## src/rtl/mdu_ctrl_pkg.sv

```systemverilog
// mdu_ctrl_pkg: shared types and constants for the multiply/divide sequencer
package mdu_ctrl_pkg;
  typedef enum logic [1:0] {MDU_MULT, MDU_MULTU, MDU_DIV, MDU_DIVU} mdu_op_t;
  typedef enum logic [1:0] {IDLE, MUL, DIV, DONE} mdu_state_t;
  localparam int MDU_DIV_ITERS = 32;
  localparam logic [31:0] MDU_DIV0_QUO = 32'hFFFF_FFFF;
  function automatic logic [31:0] abs32(input logic [31:0] v, input logic sgn);
    return (sgn && v[31]) ? -v : v;
  endfunction
endpackage

```

## src/rtl/mdu_div_iter.sv

```systemverilog
// mdu_div_iter: 32-step restoring divider with load/step/done handshake and sign fix-up
module mdu_div_iter
  import mdu_ctrl_pkg::*;
(
  input  logic        clk,
  input  logic        rst,
  input  logic        load,
  input  logic        step,
  input  logic        sgn,
  input  logic [31:0] a,
  input  logic [31:0] b,
  output logic        done,
  output logic [31:0] quo,
  output logic [31:0] rem
);
  logic [31:0] rem_q, quo_q, dvs_q, rem_n, quo_n;
  logic [32:0] trial, diff;
  logic [4:0]  cnt;
  logic        neg_q, neg_r;
  // quo/rem present the fixed-up result of the step in flight so the last step can be captured directly
  always_comb begin
    trial = {rem_q, quo_q[31]};
    diff  = trial - {1'b0, dvs_q};
    rem_n = diff[32] ? trial[31:0] : diff[31:0];
    quo_n = {quo_q[30:0], ~diff[32]};
    done  = step && cnt == 5'(MDU_DIV_ITERS - 1);
    quo   = neg_q ? -quo_n : quo_n;
    rem   = neg_r ? -rem_n : rem_n;
  end
  always_ff @(posedge clk) begin
    if (rst) begin
      rem_q <= '0;
      quo_q <= '0;
      dvs_q <= '0;
      neg_q <= 1'b0;
      neg_r <= 1'b0;
      cnt   <= '0;
    end else if (load) begin
      rem_q <= '0;
      quo_q <= abs32(a, sgn);
      dvs_q <= abs32(b, sgn);
      neg_q <= sgn & (a[31] ^ b[31]);
      neg_r <= sgn & a[31];
      cnt   <= '0;
    end else if (step) begin
      rem_q <= rem_n;
      quo_q <= quo_n;
      cnt   <= cnt + 5'd1;
    end
  end
endmodule

```

## src/rtl/mdu_ctrl.sv

```systemverilog
// mdu_ctrl: EXE-stage multiply/divide sequencer with stall, HI/LO write strobe and flush cancel
module mdu_ctrl
  import mdu_ctrl_pkg::*;
#(
  parameter int MUL_LAT = 2
) (
  input  logic        clk,
  input  logic        rst,
  input  logic        EXE_MDUStart,
  input  logic [1:0]  EXE_MDUOp,
  input  logic [31:0] EXE_SrcA,
  input  logic [31:0] EXE_SrcB,
  input  logic        EXE_Advance,
  input  logic        EXE_Flush,
  output logic        EXE_MDUBusy,
  output logic [31:0] EXE_HI,
  output logic [31:0] EXE_LO,
  output logic        EXE_HILOWr
);
  mdu_state_t  state, state_n;
  mdu_op_t     op;
  logic [1:0]  mul_cnt;
  logic [63:0] mul_q [MUL_LAT];
  logic [63:0] prod;
  logic [31:0] div_quo, div_rem, hi_n, lo_n;
  logic        accept, is_div, sgn, div0, mul_last, div_load, div_step, div_done, hilo_we;
  always_comb begin
    op       = mdu_op_t'(EXE_MDUOp);
    is_div   = op inside {MDU_DIV, MDU_DIVU};
    sgn      = op inside {MDU_MULT, MDU_DIV};
    accept   = state == IDLE && EXE_MDUStart && !EXE_Flush;
    div0     = is_div && EXE_SrcB == '0;
    mul_last = state == MUL && mul_cnt == 2'(MUL_LAT - 1);
    div_load = accept && is_div && !div0;
    div_step = state == DIV && !EXE_Flush;
    prod     = {{32{sgn & EXE_SrcA[31]}}, EXE_SrcA} * {{32{sgn & EXE_SrcB[31]}}, EXE_SrcB};
    state_n  = state;
    hilo_we  = 1'b0;
    hi_n     = mul_q[MUL_LAT-1][63:32];
    lo_n     = mul_q[MUL_LAT-1][31:0];
    if (EXE_Flush) state_n = IDLE;
    else if (accept) begin
      state_n = div0 ? DONE : is_div ? DIV : MUL;
      hilo_we = div0;
      hi_n    = div0 ? EXE_SrcA : hi_n;
      lo_n    = div0 ? MDU_DIV0_QUO : lo_n;
    end else if (mul_last) begin
      state_n = DONE;
      hilo_we = 1'b1;
    end else if (div_done) begin
      state_n = DONE;
      hilo_we = 1'b1;
      hi_n    = div_rem;
      lo_n    = div_quo;
    end else if (state == DONE && EXE_Advance) state_n = IDLE;
    EXE_MDUBusy = !EXE_Flush && ((state == IDLE && EXE_MDUStart) || state == MUL || state == DIV);
    EXE_HILOWr  = state == DONE && EXE_Advance && !EXE_Flush;
  end
  always_ff @(posedge clk) begin
    if (rst) begin
      state   <= IDLE;
      mul_cnt <= '0;
      EXE_HI  <= '0;
      EXE_LO  <= '0;
    end else begin
      state   <= state_n;
      mul_cnt <= (state == MUL && state_n == MUL) ? mul_cnt + 2'd1 : 2'd0;
      if (hilo_we) begin
        EXE_HI <= hi_n;
        EXE_LO <= lo_n;
      end
    end
  end
  // free-running product pipe fed from the Start cycle's operands; the tail lines up with DONE entry
  always_ff @(posedge clk) begin
    mul_q[0] <= prod;
    for (int i = 1; i < MUL_LAT; i++) mul_q[i] <= mul_q[i-1];
  end
  mdu_div_iter u_div (
    .clk  (clk),
    .rst  (rst),
    .load (div_load),
    .step (div_step),
    .sgn  (sgn),
    .a    (EXE_SrcA),
    .b    (EXE_SrcB),
    .done (div_done),
    .quo  (div_quo),
    .rem  (div_rem)
  );
endmodule

```

## config.mk

```make
export PLATFORM = sky130hd
export DESIGN_NAME = mdu_ctrl
export DESIGN_NICKNAME = d
export VERILOG_FILES = /design/src/rtl/mdu_ctrl_pkg.sv /design/src/rtl/mdu_div_iter.sv /design/src/rtl/mdu_ctrl.sv
export SDC_FILE = /design/constraint.sdc
export NUM_CORES = 2
export LEC_CHECK = 0
export ABC_AREA = 0
export BUFFER_PORTS_ARGS = -buffer_cell sky130_fd_sc_hd__buf_4
export CAP_MARGIN = 20
export CORE_AREA = 3 3 347 349
export DETAILED_ROUTE_END_ITERATION = 12
export DIE_AREA = 0 0 350 352
export SLEW_MARGIN = 10
export SYNTH_ARGS = -nofsm -noshare
export SYNTH_HDL_FRONTEND = slang
export SYNTH_SLANG_ARGS = --single-unit
export TNS_END_PERCENT = 100
```

## constraint.sdc

```tcl
create_clock -name clk -period 10.5 [get_ports clk]
set_input_delay 1.05 -clock clk [delete_from_list [all_inputs] [get_ports clk]]
set_output_delay 1.05 -clock clk [all_outputs]
set_load 0.1 [all_outputs]
```

## Word level (Yosys, flattened, before mapping)

Memories as Yosys holds them, arrays and structs flattened.
Index checks and enable logic that the tools add are counted.
Widths: inputs -> output; s select.

- Register bits: 171
- Bits in writable memories: 128
- Input bits: 71
- Output and inout bits: 66
- Logic and storage cells: 87
- Memories kept: 1

Memory list:

| name | words | bits a word | rd ports | clocked after Yosys merged registers in | write ports | line | RTL |
|---|---|---|---|---|---|---|---|
| mul_q | 2 | 64 | 2 | 0 | 2 | mdu_ctrl.sv:23 | `logic [63:0] mul_q [MUL_LAT];` |

- Add/sub/neg operators: 7
- Multiply operators: 1
- Equality and inequality tests: 8
- Muxes and demuxes: 28
- Bitwise logic cells: 6
- Reductions and logical operators: 26

Operator list:

| operator | count |
|---|---|
| $mux 32 | 17 |
| $neg 32->32 | 4 |
| $mul 33x33->64 | 1 |
| $sub 33x32->33 | 1 |
| $logic_not 32->1 | 1 |
| $logic_and 1x1->1 | 14 |
| $mux 2 | 7 |
| $eq 2x2->1 const B | 4 |
| $eq 2x1->1 const B | 3 |
| $reduce_bool 2->1 | 3 |
| $add 5x1->5 const B | 1 |
| $eq 5x5->1 const B | 1 |
| $logic_not 2->1 | 2 |
| $mux 1 | 4 |
| $reduce_or 2->1 | 2 |
| $and 1x1->1 | 3 |
| $add 2x1->2 const B | 1 |
| $logic_not 1->1 | 2 |
| $logic_or 1x1->1 | 2 |
| $not 1->1 | 2 |
| $xor 1x1->1 | 1 |

## Depth between registers and ports, before layout

- Depth in word-level cells: 11
- Gate-level depth with buffers: 32
- Mapped depth without buffers: 29

## By module

A second synthesis with hierarchy kept.

- Cell total of the unflattened synthesis: 5959
- Area, all modules: 52972.1 um^2

Modules (own cells, without submodules):

| module | instances | cells each | area each (um^2) | seq. area each (um^2) |
|---|---|---|---|---|
| mdu_ctrl | 1 | 4718 | 43631.8 | 3923.8 |
| mdu_div_iter | 1 | 1241 | 9340.2 | 2062.0 |

## Least setup slack after synthesis

No wires, ideal clock.

- Path type: input to register
- From: in EXE_SrcA[31]
- To: mem mul_q[0][63]
- Library setup time: 72 ps
- Arrival: 8868 ps
- Path slack: 1560 ps
- Cell stages on the path: 30
- Path buffers: 4
- Cells stage by stage: clkbuf_1 > nor2b_1 > clkbuf_1 > clkbuf_1 > nand2_1 > inv_1 > fa_1 > inv_1 > fa_1 > inv_1 > fa_1 > fa_1 > inv_1 > fa_1 > inv_1 > fa_1 > inv_1 > fa_1 > fa_1 > inv_1 > ha_1 > buf_1 > a21oi_1 > o21ai_0 > or2_2 > o21ai_0 > a21oi_1 > a211o_1 > a21oi_1 > xnor2_1

RTL lines:

| what | line | RTL |
|---|---|---|
| from (decl) | mdu_ctrl.sv:11 | `input logic [31:0] EXE_SrcA,` |
| to (decl) | mdu_ctrl.sv:23 |  |

==> qor.yml <==
synth_fp_nets: 7418
post-route-drc-count: 0
worst_setup_path_start_kind: "input pin"
synthMuxAreaShare_pct: 0.489
cts.sinks: 299
gp_congestion: 0.930
synth-seq-area-share_pct: 11.4
synth.distinct_cells: 99
hold_buffers: 0
crit_start: "EXE_SrcB[31]"
crit_fanout: 36
core-area_mm2: 0.118
cts_setup_buffers: 0
mostFrequentLayoutCell: "inv_1"
reg2reg_depth: 21
synth-simple-area-share_pct: 16.3
antenna_left: 0
rows: 126
whs_path_depth: 0
finClkSkew_ns: 0.0125
hold_class: "reg2reg"
path_class: "in2reg"
drt-initial-drc-count: 3208
synth_top_family_by_area: "adder cells"
die_h_um: 352
routed_wl_mm: 166
ys.flop_type: "dfxtp_1"
antenna_found_initial: 12
arrival_ns: 9.10
synthTopCellsByArea: "fa_1, dfxtp_1, inv_1"
cpMostUsedCell: "fa_1"
rsz0062_at_grt: "false"
grt_pass1_vias: 42300
initial_utilization_pct: 44.7
drt-vias-per-instance: 5.55
syn_inst: 5969
io_pins: 137
synth_largest_area_cell: "fa_1"
fillers: 11400
setup_violations: 0
post_cts_resized: 0
cap_violations: 0
num_vias: 40900
final_nets: 7247
numCtsBuffers: 31
cts_buffer_depth: 3
cts_tree: "done"
clk-insertion-delay-late_ns: 0.59
tns_ns: 0
die_width_um: 350
relSlewSlack_pct: 20.7
overflow: 0
drtPass1Iterations: 6
dp_hpwl_mm: 121
hp-start: "mul_q[0][58]$_DFF_P_"
crit_required_ns: 10.97
period_minus_slack_ns: 8.63
synthAdderAreaFrac_pct: 48.8
endpoint_kind: "flop"
cp_slowest_stage_delay_ns: 0.68
cts_root_buffer: "clkbuf_16"
fp.dieArea_mm2: 0.123
tightest_slew_ns: 1.19
yosysWarnings: 0
synth-compound-area-share_pct: 8.58
timing.fmax_mhz: 116
synth-xor-area-share_pct: 3.41
r2r_start: "u_div.quo_q[31]$_SDFFE_PP0P_"
grt.total_usage_pct: 27.0
syn-cell-area_mm2: 0.0527
avgSynthCellArea_um2: 8.83
grt_max_degree: 89
final_layout_size_suffix_gt1_share_pct: 4.83
hold_violations: 0
async_reset_ff_share_pct: 0
cts.clk_slew.worst_paths_ns: 0.07
wl_per_cell_um: 22.5
layout.cells.most_common_list: "inv_1, fa_1, nand2_1"
h-tree-depth: 1
crit_chain: "buf_4, nor2b_1, inv_2, nor2_1, fa_1, fa_1, fa_1, fa_1, fa_1, fa_1, fa_1, inv_1, fa_1, inv_1, ha_1, nand3_1, or3b_2, a2bb2oi_1, buf_4, o21ai_0, a21oi_1, a211o_1, a21oi_1, xnor2_1"
outcome: "complete, no violations"
grt_pass1_wl_mm: 255
fin_crit_sh_pct: 82.1
synth_edf_count: 0
ys_ff_latch: 299
port_buffers: 136
area_delta_synth_final_pct: 5.51
slowest_stage: "fa_1"
finalMaxSlewViolations: 0
synth_top_area_share_pct: 42.8
[layout make-up]
class | count | area (um^2) | share of cell area (%)
Clock inverter | 24 | 294 | 0.529
Tap cell | 1536 | 1920 | 3.46
Sequential cell | 299 | 5990 | 10.8
Inverter | 1172 | 4400 | 7.92
Antenna cell | 6 | 15.0 | 0.0270
Clock buffer | 34 | 817 | 1.47
Timing Repair Buffer | 166 | 1250 | 2.24
Multi-Input combinational cell | 4128 | 40900 | 73.6
[layer usage]
layer  wire length [um]  track usage, %
met1              64800            34.7
met2              82000            46.6
met3              10400            2.65
met4               8570            11.1
met5                 27               0
[registers in the layout (all words and copies together) (netlist names), 5 cells and up]
| register | flops |
|---|---|
| u_div.cnt | 5 |
| EXE_HI | 32 |
| u_div.rem_q | 32 |
| u_div.quo_q | 32 |
| u_div.dvs_q | 32 |
| mul_q | 128 |
| EXE_LO | 32 |
[logic make-up (layout without fill, tap and decap cells)]
logic type | count (synthesis) | after routing
fa+ha+maj | 1378 | 1378
other cells | 0 | 6
compound gates | 666 | 666
xor+xnor | 205 | 205
buf+inv | 1542 | 1396
mux | 25 | 25
flops | 299 | 299
simple gates | 1854 | 1854
[stage by stage]
step                hold slack, ns  cell area [um^2]  std cells  setup WS [ns]  util [%]
floorplan                    0.310             52700       5969           1.56         -
global placement             0.312             54500       7301           1.39      46.2
detailed placement           0.312             54500       7301           1.36      46.2
CTS                          0.323             55600       7359           1.94      47.2
global route                 0.329             55600       7360           1.48      47.2
finish                       0.321             55600       7365           1.87      47.2
[path summary, 6_finish.rpt]
kind / end / slack [ns]
setup / recovery: mul_q[0][63]$_DFF_P_ / 1.87
hold / removal: mul_q[0][122]$_DFF_P_ / 0.32
setup reg to reg: EXE_HI[26]$_SDFFE_PP0P_ / 3.90
hold reg to reg: mul_q[0][122]$_DFF_P_ / 0.32
[cell usage after synthesis (all sizes together), types with 6 or more instances]
cell type and instances:
inv 1172, fa 1126, nand2 866, and2 365, nor2 352, clkbuf 300
dfxtp 299, ha 252, a21oi 189, xnor2 127, o21ai 99, a211oi 79
xor2 78, nor3 72, buf 70, a21o 43, nand3 35, a31oi 29
a221oi 27, nor4 27, nand2b 23, o21a 23, mux2i 22, o31ai 22
and3 20, o22ai 20, a311oi 17, o21bai 17, or3 16, o221ai 15
a2111oi 14, nor2b 14, o211ai 14, o41ai 14, nand4 12, or4 11
or2 10, and4 7, nor3b 6
[worst max-delay path: cells and delay by family]
family          cells  cell delay, ns
compound gates      5            0.91
buf+inv             5            1.06
xor+xnor            1            0.13
fa+ha+maj           9            4.39
simple gates        4            1.53
Power is not shown: default switching activity piles up to over one toggle a cycle in this logic, so the estimate is an artifact.
